## src/rtl/mem_stage.sv

```systemverilog
// Data-memory access stage of the RV32I pipeline: single-outstanding request/ready bus
// master with byte lanes, load extension, fault detection and the MEM/WB register.
module mem_stage #(
    parameter int BUS_TIMEOUT = 255
) (
    input  logic        clk,
    input  logic        reset,
    input  logic [31:0] pc_in,
    input  logic [31:0] alu_result_in,
    input  logic [31:0] rs2_data_in,
    input  logic [4:0]  rd_in,
    input  logic        reg_write_in,
    input  logic        mem_read_in,
    input  logic        mem_write_in,
    input  logic [2:0]  mem_size_in,
    output logic        dmem_req,
    output logic        dmem_we,
    output logic [31:0] dmem_addr,
    output logic [31:0] dmem_wdata,
    output logic [3:0]  dmem_be,
    input  logic [31:0] dmem_rdata,
    input  logic        dmem_ready,
    output logic        stall_out,
    output logic [31:0] wb_pc_out,
    output logic [31:0] wb_data_out,
    output logic [4:0]  wb_rd_out,
    output logic        wb_reg_write_out,
    output logic        mem_err_out
);

    localparam logic [0:0] ST_IDLE = 1'b0;
    localparam logic [0:0] ST_BUSY = 1'b1;
    localparam logic [15:0] TIMEOUT_LAST = 16'(BUS_TIMEOUT - 1);

    logic [0:0]  state;
    logic [15:0] timeout_cnt;
    logic [31:0] lat_pc;
    logic [4:0]  lat_rd;
    logic        lat_reg_write;
    logic [2:0]  lat_size;
    logic [1:0]  lat_addr_lo;

    logic        access;
    logic        illegal;
    logic        misaligned;
    logic        fault;
    logic        accept;
    logic        timeout_hit;
    logic [3:0]  store_be;
    logic [31:0] store_wdata;
    logic [31:0] rdata_shifted;
    logic [31:0] load_data;

    // Decode legality of the access currently at the EX/MEM outputs.
    always_comb begin
        access     = mem_read_in | mem_write_in;
        illegal    = (mem_read_in & mem_write_in)
                   | (mem_size_in == 3'b011) | (mem_size_in == 3'b110) | (mem_size_in == 3'b111)
                   | (mem_write_in & mem_size_in[2]);
        misaligned = ((mem_size_in[1:0] == 2'b01) & alu_result_in[0])
                   | ((mem_size_in[1:0] == 2'b10) & (alu_result_in[1:0] != 2'b00));
        fault      = access & (illegal | misaligned);
        accept     = access & ~fault;
    end

    always_comb begin
        store_be    = 4'b1111;
        store_wdata = rs2_data_in;
        case (mem_size_in[1:0])
            2'b00: begin
                store_be    = 4'b0001 << alu_result_in[1:0];
                store_wdata = {4{rs2_data_in[7:0]}};
            end
            2'b01: begin
                store_be    = 4'b0011 << {alu_result_in[1], 1'b0};
                store_wdata = {2{rs2_data_in[15:0]}};
            end
            default: begin
                store_be    = 4'b1111;
                store_wdata = rs2_data_in;
            end
        endcase
    end

    // Aligned halves have addr[0]=0, so one shift brings either lane width down to bit 0.
    always_comb begin
        rdata_shifted = dmem_rdata >> {lat_addr_lo, 3'b000};
        case (lat_size[1:0])
            2'b00:   load_data = {{24{~lat_size[2] & rdata_shifted[7]}}, rdata_shifted[7:0]};
            2'b01:   load_data = {{16{~lat_size[2] & rdata_shifted[15]}}, rdata_shifted[15:0]};
            default: load_data = dmem_rdata;
        endcase
    end

    always_comb begin
        timeout_hit = (state == ST_BUSY) & ~dmem_ready & (timeout_cnt == TIMEOUT_LAST);
        if (state == ST_IDLE) begin
            stall_out = accept;
        end else begin
            stall_out = ~dmem_ready & ~timeout_hit;
        end
    end

    always_ff @(posedge clk) begin
        if (reset) begin
            state            <= ST_IDLE;
            timeout_cnt      <= '0;
            dmem_req         <= 1'b0;
            dmem_we          <= 1'b0;
            dmem_addr        <= '0;
            dmem_wdata       <= '0;
            dmem_be          <= '0;
            lat_pc           <= '0;
            lat_rd           <= '0;
            lat_reg_write    <= 1'b0;
            lat_size         <= '0;
            lat_addr_lo      <= '0;
            wb_pc_out        <= '0;
            wb_data_out      <= '0;
            wb_rd_out        <= '0;
            wb_reg_write_out <= 1'b0;
            mem_err_out      <= 1'b0;
        end else begin
            case (state)
                ST_IDLE: begin
                    wb_pc_out <= pc_in;
                    wb_rd_out <= rd_in;
                    if (fault) begin
                        wb_data_out      <= '0;
                        wb_reg_write_out <= 1'b0;
                        mem_err_out      <= 1'b1;
                    end else if (accept) begin
                        wb_data_out      <= '0;
                        wb_reg_write_out <= 1'b0;
                        mem_err_out      <= 1'b0;
                        lat_pc           <= pc_in;
                        lat_rd           <= rd_in;
                        lat_reg_write    <= reg_write_in;
                        lat_size         <= mem_size_in;
                        lat_addr_lo      <= alu_result_in[1:0];
                        dmem_req         <= 1'b1;
                        dmem_we          <= mem_write_in;
                        dmem_addr        <= {alu_result_in[31:2], 2'b00};
                        dmem_wdata       <= store_wdata;
                        dmem_be          <= store_be;
                        timeout_cnt      <= '0;
                        state            <= ST_BUSY;
                    end else begin
                        wb_data_out      <= alu_result_in;
                        wb_reg_write_out <= reg_write_in;
                        mem_err_out      <= 1'b0;
                    end
                end
                ST_BUSY: begin
                    wb_pc_out <= lat_pc;
                    wb_rd_out <= lat_rd;
                    if (dmem_ready) begin
                        wb_data_out      <= dmem_we ? 32'd0 : load_data;
                        wb_reg_write_out <= lat_reg_write & ~dmem_we;
                        mem_err_out      <= 1'b0;
                        dmem_req         <= 1'b0;
                        state            <= ST_IDLE;
                    end else if (timeout_hit) begin
                        wb_data_out      <= '0;
                        wb_reg_write_out <= 1'b0;
                        mem_err_out      <= 1'b1;
                        dmem_req         <= 1'b0;
                        state            <= ST_IDLE;
                    end else begin
                        wb_data_out      <= '0;
                        wb_reg_write_out <= 1'b0;
                        mem_err_out      <= 1'b0;
                        timeout_cnt      <= timeout_cnt + 16'd1;
                    end
                end
                default: state <= ST_IDLE;
            endcase
        end
    end

endmodule
```

## config.mk

```make
export PLATFORM = sky130hd
export DESIGN_NAME = mem_stage
export DESIGN_NICKNAME = d
export VERILOG_FILES = /design/src/rtl/mem_stage.sv
export SDC_FILE = /design/constraint.sdc
export NUM_CORES = 1
export LEC_CHECK = 0
export ABC_AREA = 1
export CAP_MARGIN = 25
export CORE_MARGIN = 2
export CORE_UTILIZATION = 40
export DETAILED_ROUTE_END_ITERATION = 10
export GPL_TIMING_DRIVEN = 0
export PLACE_DENSITY = 0.72
export SLEW_MARGIN = 20
export SYNTH_ARGS = -nofsm -noshare
export SYNTH_HDL_FRONTEND = slang
export SYNTH_SLANG_ARGS = --single-unit
```

## constraint.sdc

```tcl
create_clock -name clk -period 3.4 [get_ports clk]
set_input_delay 0.85 -clock clk [delete_from_list [all_inputs] [get_ports clk]]
set_output_delay 0.85 -clock clk [all_outputs]
set_load 0.02 [all_outputs]
```

* Yosys cells after proc, flatten, opt, wreduce, memory -nomap -nowiden
Index checks and enable logic that the tools add are counted.
** Word-level totals
- Bits in registers :: 199
- Word-level logic and storage cells :: 98
- Output and inout port bits :: 142
- Input bits :: 142
** Operators by class
- Reduce and logical (&&, ||, !) cells :: 6
- Add/sub/neg operators :: 1
- Bitwise logic cells :: 25
- Equal/unequal tests :: 12
- Mux-type cells :: 34
- Shifts and indexed selects :: 3
** Operators with widths (count)
- $pmux W32 S2 :: 4
- $mux W32 :: 4
- $mux W16 :: 4
- $pmux W16 S2 :: 1
- $shr A32 B5 Y16 :: 1
- $add A16 B1 Y16 const B :: 1
- $eq A16 B8 Y1 const B :: 1
- $mux W1 :: 15
- $and A1 B1 Y1 :: 12
- $pmux W5 S2 :: 1
- $ne A2 B2 Y1 const B :: 4
- $pmux W1 S2 :: 4
- $pmux W4 S2 :: 1
- $or A1 B1 Y1 :: 7
- $eq A3 B3 Y1 const B :: 2
- $not A1 Y1 :: 6
- $reduce_and A3 Y1 :: 2
- $eq A2 B1 Y1 const B :: 2
- $logic_not A2 Y1 :: 2
- $reduce_and A4 Y1 :: 1
- $shl A1 B2 Y4 const A :: 1
- $shl A2 B2 Y4 const A :: 1
- $eq A3 B2 Y1 const B :: 1
- $ne A3 B2 Y1 const B :: 1
- other kinds (2) :: 2

* Logic depth before layout (Yosys ltp)
- Depth in word-level cells :: 12
- Mapped depth :: 12

* Worst setup path after synthesis
OpenSTA, ideal clock, no wires.
- Path type :: input -> output
- Start :: in alu_result_in[0]
- End :: out stall_out
- Arrival :: 1.571 ns
- Setup slack :: 0.979 ns
- Stages :: 6
- Data required time :: 2.550 ns
- Cell sequence :: nor2_2 nand2_1 nand2_1 nand3_4 nand2_2 buf_2
** On the way
- Longest elaborated chain between the ends :: 8
- Elaborated cells on any way between the ends :: 9
- Those cells by class :: mux: 1; bitwise: 7; reduce/logical: 1
** Ends and longest elaborated chain
- start: declaration :: RTL line 9 : input logic [31:0] alu_result_in,
- $reduce_bool A2 Y1 :: RTL line 61 : | ((mem_size_in[1:0] == 2'b10) & (alu_result_in[1:0] != 2'b00));
- $and A1 B1 Y1 :: RTL line 61
- $or A1 B1 Y1 (*) :: RTL line 61
- $or A1 B1 Y1 (*) :: RTL line 62 : fault = access & (illegal | misaligned);
- $and A1 B1 Y1 (*) :: RTL line 62
- $not A1 Y1 (no line) (*)
- $and A1 B1 Y1 (*) :: RTL line 63 : accept = access & ~fault;
- $mux W1 (*) :: RTL line 97 : if (state == ST_IDLE) begin
- end: declaration :: RTL line 23 : output logic stall_out,
Every way passes the cells marked *; elsewhere a longest branch is shown, timed or not.

* Final worst setup path
- Start :: in mem_size_in[2]
- End :: out stall_out
** On the way
- Longest elaborated chain between the ends :: 10
- Elaborated cells on any way between the ends :: 13
- Those cells by class :: eq/ne: 3; mux: 1; bitwise: 9
** Ends and longest elaborated chain
- start: declaration :: RTL line 15 : input logic [2:0] mem_size_in,
- $eq A3 B2 Y1 :: RTL line 58 : | (mem_size_in == 3'b011) | (mem_size_in == 3'b110) | (mem_size_in == 3'b111)
- $or A1 B1 Y1 (3 in a row) :: RTL line 58
- $or A1 B1 Y1 (*) :: RTL line 59 : | (mem_write_in & mem_size_in[2]);
- $or A1 B1 Y1 (*) :: RTL line 62
- $and A1 B1 Y1 (*) :: RTL line 62
- $not A1 Y1 (no line) (*)
- $and A1 B1 Y1 (*) :: RTL line 63
- $mux W1 (*) :: RTL line 97
Marks and branches as above.

==> reports/qor.yml <==
clocking:
  holdBufCountCts: 0
  cts_buffer_depth: 2
  clock-sinks: 199
  ctsRootBufferMaster: "clkbuf_16"
  cts_max_level: 4
  cts_made_buffers: 17
  cts_setup_buffers: 0
  clock_latency_ns: 0.44
  cts_tree: "done"
  clk_pin_slew_worst_paths_ns: 0.07
worst_setup_path:
  rrSetupSlack_ns: 1.51
  cp-start-kind: "primary input"
  crit_type: "primary input to primary output"
  crit_start: "mem_size_in[2]"
  crit_fanout: 14
  cp_data_arrival_time_ns: 2.46
  end_kind: "primary output"
  required_ns: 2.55
  rr_startpoint: "timeout_cnt[0]$_SDFFE_PP0P_"
synth:
  synthAdderAreaFrac_pct: 0.2980
  syn_avg_cell_area_um2: 7.099
  synth_seq_area_share_pct: 47.44
  yosys_warnings: 0
  synth_compound_area_share_pct: 18.27
  synthesis.area_um2: 8398
  ys_ff_latch: 199
  synth_cell_types: 31
  synth_top_family_by_area: "simple AND/OR/NAND/NOR gates"
  synthSimpleGateAreaFrac_pct: 26.15
  yosys-mux-area-fraction_pct: 0
  synthXorXnorAreaFrac_pct: 0.3129
  syn_inst: 1183
grt:
  grtUsageTotal_pct: 26.02
  gr-total-overflow: 0
  grt_pass1_vias: 8267
  grt_max_degree: 22
  grt_pass1_wl_mm: 44.95
  antenna_found_initial: 0
floorplan:
  initial_core_util_pct: 40.33
  die_y_um: 148.9
  fp.dieW_um: 148.9
  design.core.area_um2: 20820
  die-area_um2: 22170
  placementRows: 53
  io_pins: 284
finish:
  design_area_um2: 12150
  area_growth_pct: 44.70
  layout-drive-gt1-share_pct: 5.686
  fin_cells: 1770
  antenna_cells: 0
  fin_nets: 1626
  layout_common_cells: "359 x nand2_1, 278 x clkdlybuf4s50_1, 199 x dfxtp_1, 161 x a21oi_1, 142 x nor2_1"
  final_common_cell: "nand2_1"
sta:
  worstMarginPinSlew_ns: 0.6914
  period_minus_slack_ns: 3.312
  max_freq_mhz: 301.9
  fin_crit_sh_pct: 97.42
  finalHoldViolations: 0
  hold_slack_ns: 0.4544
  slew_violations: 0
  setup_viol: 0
  rsz0062_at_grt: "false"
  fin_skew_ns: 0.01293
  relSlewSlack_pct: 53.91
  finalSetupTns_ns: 0
routing:
  route.vias.total: 8863
  wl_per_cell_um: 16.61
  firstDrtPassIters: 5
  dr.first_iter.drc_count: 556
  viasPerCell: 5.007
  antenna_left: 0
  routed_wl_mm: 29.40
  drc: 0
place:
  dpl.cell_count: 1739
  io_buffers: 280
  gp_congestion: 0.9281
  place_hpwl_mm: 22.62
  dpl_cell_area_um2: 11550
flow_run:
  max_cap_violations: 0
min_path:
  min_path_type: "flop to flop"
  hold_start: "lat_rd[1]$_SDFFE_PP0P_"
power:
  ir_drop_v: 0.0003272
  p_leak_uw: 0.004723
  power_density_nw_per_um2: 463.5
status:
  status: "finished, final reports clean"
## cell families after synthesis
| logic type | after synthesis |
|---|---|
| buffers and inverters | 139 |
| AOI/OAI and AO/OA | 285 |
| other | 1 |
| and+or+nand+nor | 554 |
| DFF | 199 |
| xor gates and xnor gates | 3 |
| adders and majority gates | 2 |
## layout make-up
class	count	area, µm²
fill	1957	8671
sequential	199	3984
inverter	61	229.0
buffer	77	395.4
timing repair buffer	280	2803
tap	275	344.1
multi-input combinational	846	3794
clock inverter	15	177.7
clock buffer	17	425.4
## through the flow
stage / setup slack, ns / power [µW] / utilization (%)
floorplan: 0.9786 / 3091 / -
global placement: -0.5415 / 3636 / 55.46
detailed placement: -0.5316 / 3641 / 55.46
CTS: 0.08713 / 5664 / 58.36
global route: 0.04115 / 5851 / 58.36
finish: 0.08757 / 5632 / 58.36
## metal layers
metal  share of wire [%]  up-vias  GRT usage, %  wire, µm
met5                   0        -             0         0
met4                 1.6        0         6.095       462
met3                 8.0       28         6.055      2354
met2                  46      341         42.51     13650
met1                  44     4061         35.01     12930
li1                    -     4433             -         -
## sequential cells by signal, indices dropped and copies added (netlist names)
name              cells
lat_pc               32
lat_addr_lo           2
lat_size              3
dmem_wdata           32
lat_reg_write         1
dmem_be               4
dmem_we               1
wb_pc_out            32
dmem_req              1
wb_reg_write_out      1
wb_rd_out             5
wb_data_out          32
lat_rd                5
mem_err_out           1
dmem_addr            30
state                 1
timeout_cnt          16
## final timing paths
kind	end	depth (start not counted)
worst min register to register	lat_rd[1]$_SDFFE_PP0P_	2
worst min-delay path	lat_rd[1]$_SDFFE_PP0P_	2
worst max register to register	timeout_cnt[5]$_SDFFE_PP0P_	11
worst max-delay path	stall_out	7
## timing repair
item / in CTS / in global routing
endpoints found under the hold margin: 0 / 0
setup endpoints to repair: 1 / 0
resized for setup: 5 / 0
## cells in the mapped netlist, drive strengths merged
cell type	count	area, µm²
a21oi	161	805.8
o211ai	28	210.2
dfxtp	199	3984
xor2	3	26.28
clkinv	1	3.750
nand4	4	25.02
inv	60	225.2
o2111ai	6	52.55
a211oi	1	7.510
nor3	3	15.01
nand3	36	192.7
nand2	365	1390
ha	2	25.02
nor2	146	573.1
o21ai	84	420.4
conb	1	3.750
a21o	2	15.01
o21bai	2	15.01
o21a	1	7.510
clkbuf	39	146.4
buf	39	254.0
## critical path, stage by stage
cell and delay [ns]:
clkdlybuf4s50_1 0.61, nor2_1 0.08, nor2_1 0.30, nor2_4 0.09, nand3_4 0.11, nand2_4 0.14, clkdlybuf4s15_2 0.29
## where the power goes
part | total [µW] | switching (µW) | internal (µW)
Sequential | 2520 | 55.3 | 2460
Combinational | 1080 | 609 | 470
Clock | 2040 | 1040 | 1000
(Power assumes the default switching activity.)
==> variant, RTL diff (same flow settings) <==
Reset style: asynchronous (`reset`), changed in one clocked block.
--- a/src/rtl/mem_stage.sv
+++ b/src/rtl/mem_stage.sv
@@ -101,7 +101,7 @@
         end
     end
 
-    always_ff @(posedge clk) begin
+    always_ff @(posedge clk or posedge reset) begin
         if (reset) begin
             state            <= ST_IDLE;
             timeout_cnt      <= '0;
Formal check against the unedited RTL: differs if reset is asserted again (counterexample within 4 cycles, from zero or initial values and one cycle with reset high); with reset held inactive, the same outputs for 4 cycles.
==> variant against the unedited design <==
  * Routed wire length is 2.8% lower
  * Via count is 4.9% lower
  * Sequential cell count stayed put
  * Sequential share of layout area is 5.7 points higher
  * Register-to-register slack worse by 0.02 ns
  * Synthesized cell count is 6.4% lower
  * Worst setup slack better by 0.046 ns
  * Cell count is 3.5% lower
  * Global-route usage is 1.2 points lower
  * Area after synthesis is 7.0% higher
  * Design area is 6.6% higher
Power is not compared: it rests on default switching activity, and its combinational part moved more than twofold at a synthesized area within 25%.
==> variant: results (changes against the unedited design) <==
| Metric | Value |
|---|---|
| Placement-stage cell area | `0.0123 mm² (+6.6%)` |
| Max-slew headroom | `0.569 (+0.0296)` |
| Start point of the critical path | `mem_size_in[0]` |
| GRT Util Overall | `0.248 (-0.0122)` |
| Worst-case clock skew | `0.0119 ns (-0.00100 ns)` |
| Destination of the worst hold path | `wb_pc_out[26]$_DFF_PP0_` |
| Drt first-iter violations | `533 (-4.1%)` |
| Non-clk invs | `132 (+120%)` |
| Non-clk buf share | `0.251 (-0.0117)` |
| Fraction of area in multi-input gates | `0.250 (-0.0620)` |
| Sequential share of cell area | `0.385 (+0.0567)` |
| Maximum number of pins on one net before global-route repair | `35 (+59%)` |
| Worst Setup Slack post-DPL | `-0.388 ns (+0.143 ns)` |
| Reg-to-Reg End | `wb_data_out[11]$_DFF_PP0_` |
| Wire length per cell | `16.7 µm (+0.68%)` |
| Total power draw | `approximately 7800 µW` |
| Non-Clock Buffer Count | `344 (-3.6%)` |
| Sequential cell area fraction in the yosys report | `0.554 (+0.0800)` |
| Vias in the first global route | `8532 (+3.2%)` |
| Clock distribution area overhead in the final layout | `0.0480 (-0.00161)` |
| Xor/xnor share of the synthesized area | `0.00683 (+0.00370)` |
| Nets | `1559 (-4.1%)` |
| Met3 usage in global routing | `0.0586 (-0.00193)` |
| Share of flip-flops with an asynchronous set or reset | `1.00 (+1.00)` |
| Status | `complete, no violations` |
| Adder and majority cell fraction of the synthesized area | `0.00279 (-0.000194)` |
| Cell Count Post-Placement | `1676 (-3.6%)` |
| Fraction of final layout cells with drive strength greater than 1 | `0.0637 (+0.00687)` |
| Worst flop-to-flop path startpoint | `state$_DFF_PP0_` |
| Number of vias after detailed routing | `8430 (-4.9%)` |
| Commonest cells in the synthesized netlist | `353 x nand2_1, 199 x dfrtp_1, 174 x o21ai_0, 124 x inv_1, 58 x nor2_1` |
| Global Route met1 Usage | `0.321 (-0.0288)` |
| Multi-input combinational cell count | `721 (-15%)` |
| Detail-routed via count per cell | `4.94 (-1.4%)` |
| Synthesized-area fraction occupied by ao, oa, aoi and oai cells | `0.138 (-0.0445)` |
| Met3 routed wirelength | `1.87 mm (-20%)` |
| Met2 routed wirelength | `13.4 mm (-1.7%)` |
-- variant: changes by cell type in the layout (fill, tap and decap cells not counted), sizes merged, moves of 3 or more --
cell / before / now
dfrtp: 0 / 199
nor2: 146 / 62
o21ai: 84 / 186
inv: 67 / 137
nand4: 4 / 8
nand2: 365 / 356
o211ai: 28 / 1
nand3: 36 / 39
buf: 38 / 35
dfxtp: 199 / 0
a21oi: 161 / 44
o2111ai: 6 / 1
o22ai: 0 / 5
clkbuf: 56 / 45
-- variant: how the worst max path moves through the flow --
| stage | end | cells after the start |
|---|---|---|
| global route | stall_out | 8 |
| floorplan | dmem_addr[10]$_DFFE_PP0P_ | 1 |
| detailed placement | stall_out | 8 |
| CTS | stall_out | 8 |
| finish | stall_out | 8 |
| global placement | dmem_wdata[13]$_DFFE_PP0P_ | 2 |
-- variant: what timing repair did --
action,in CTS,in global routing
resized for setup,4,4
pin swaps,0,0
hold buffers,0,0
endpoints found under the setup margin,1,1
endpoints found under the hold margin,0,0
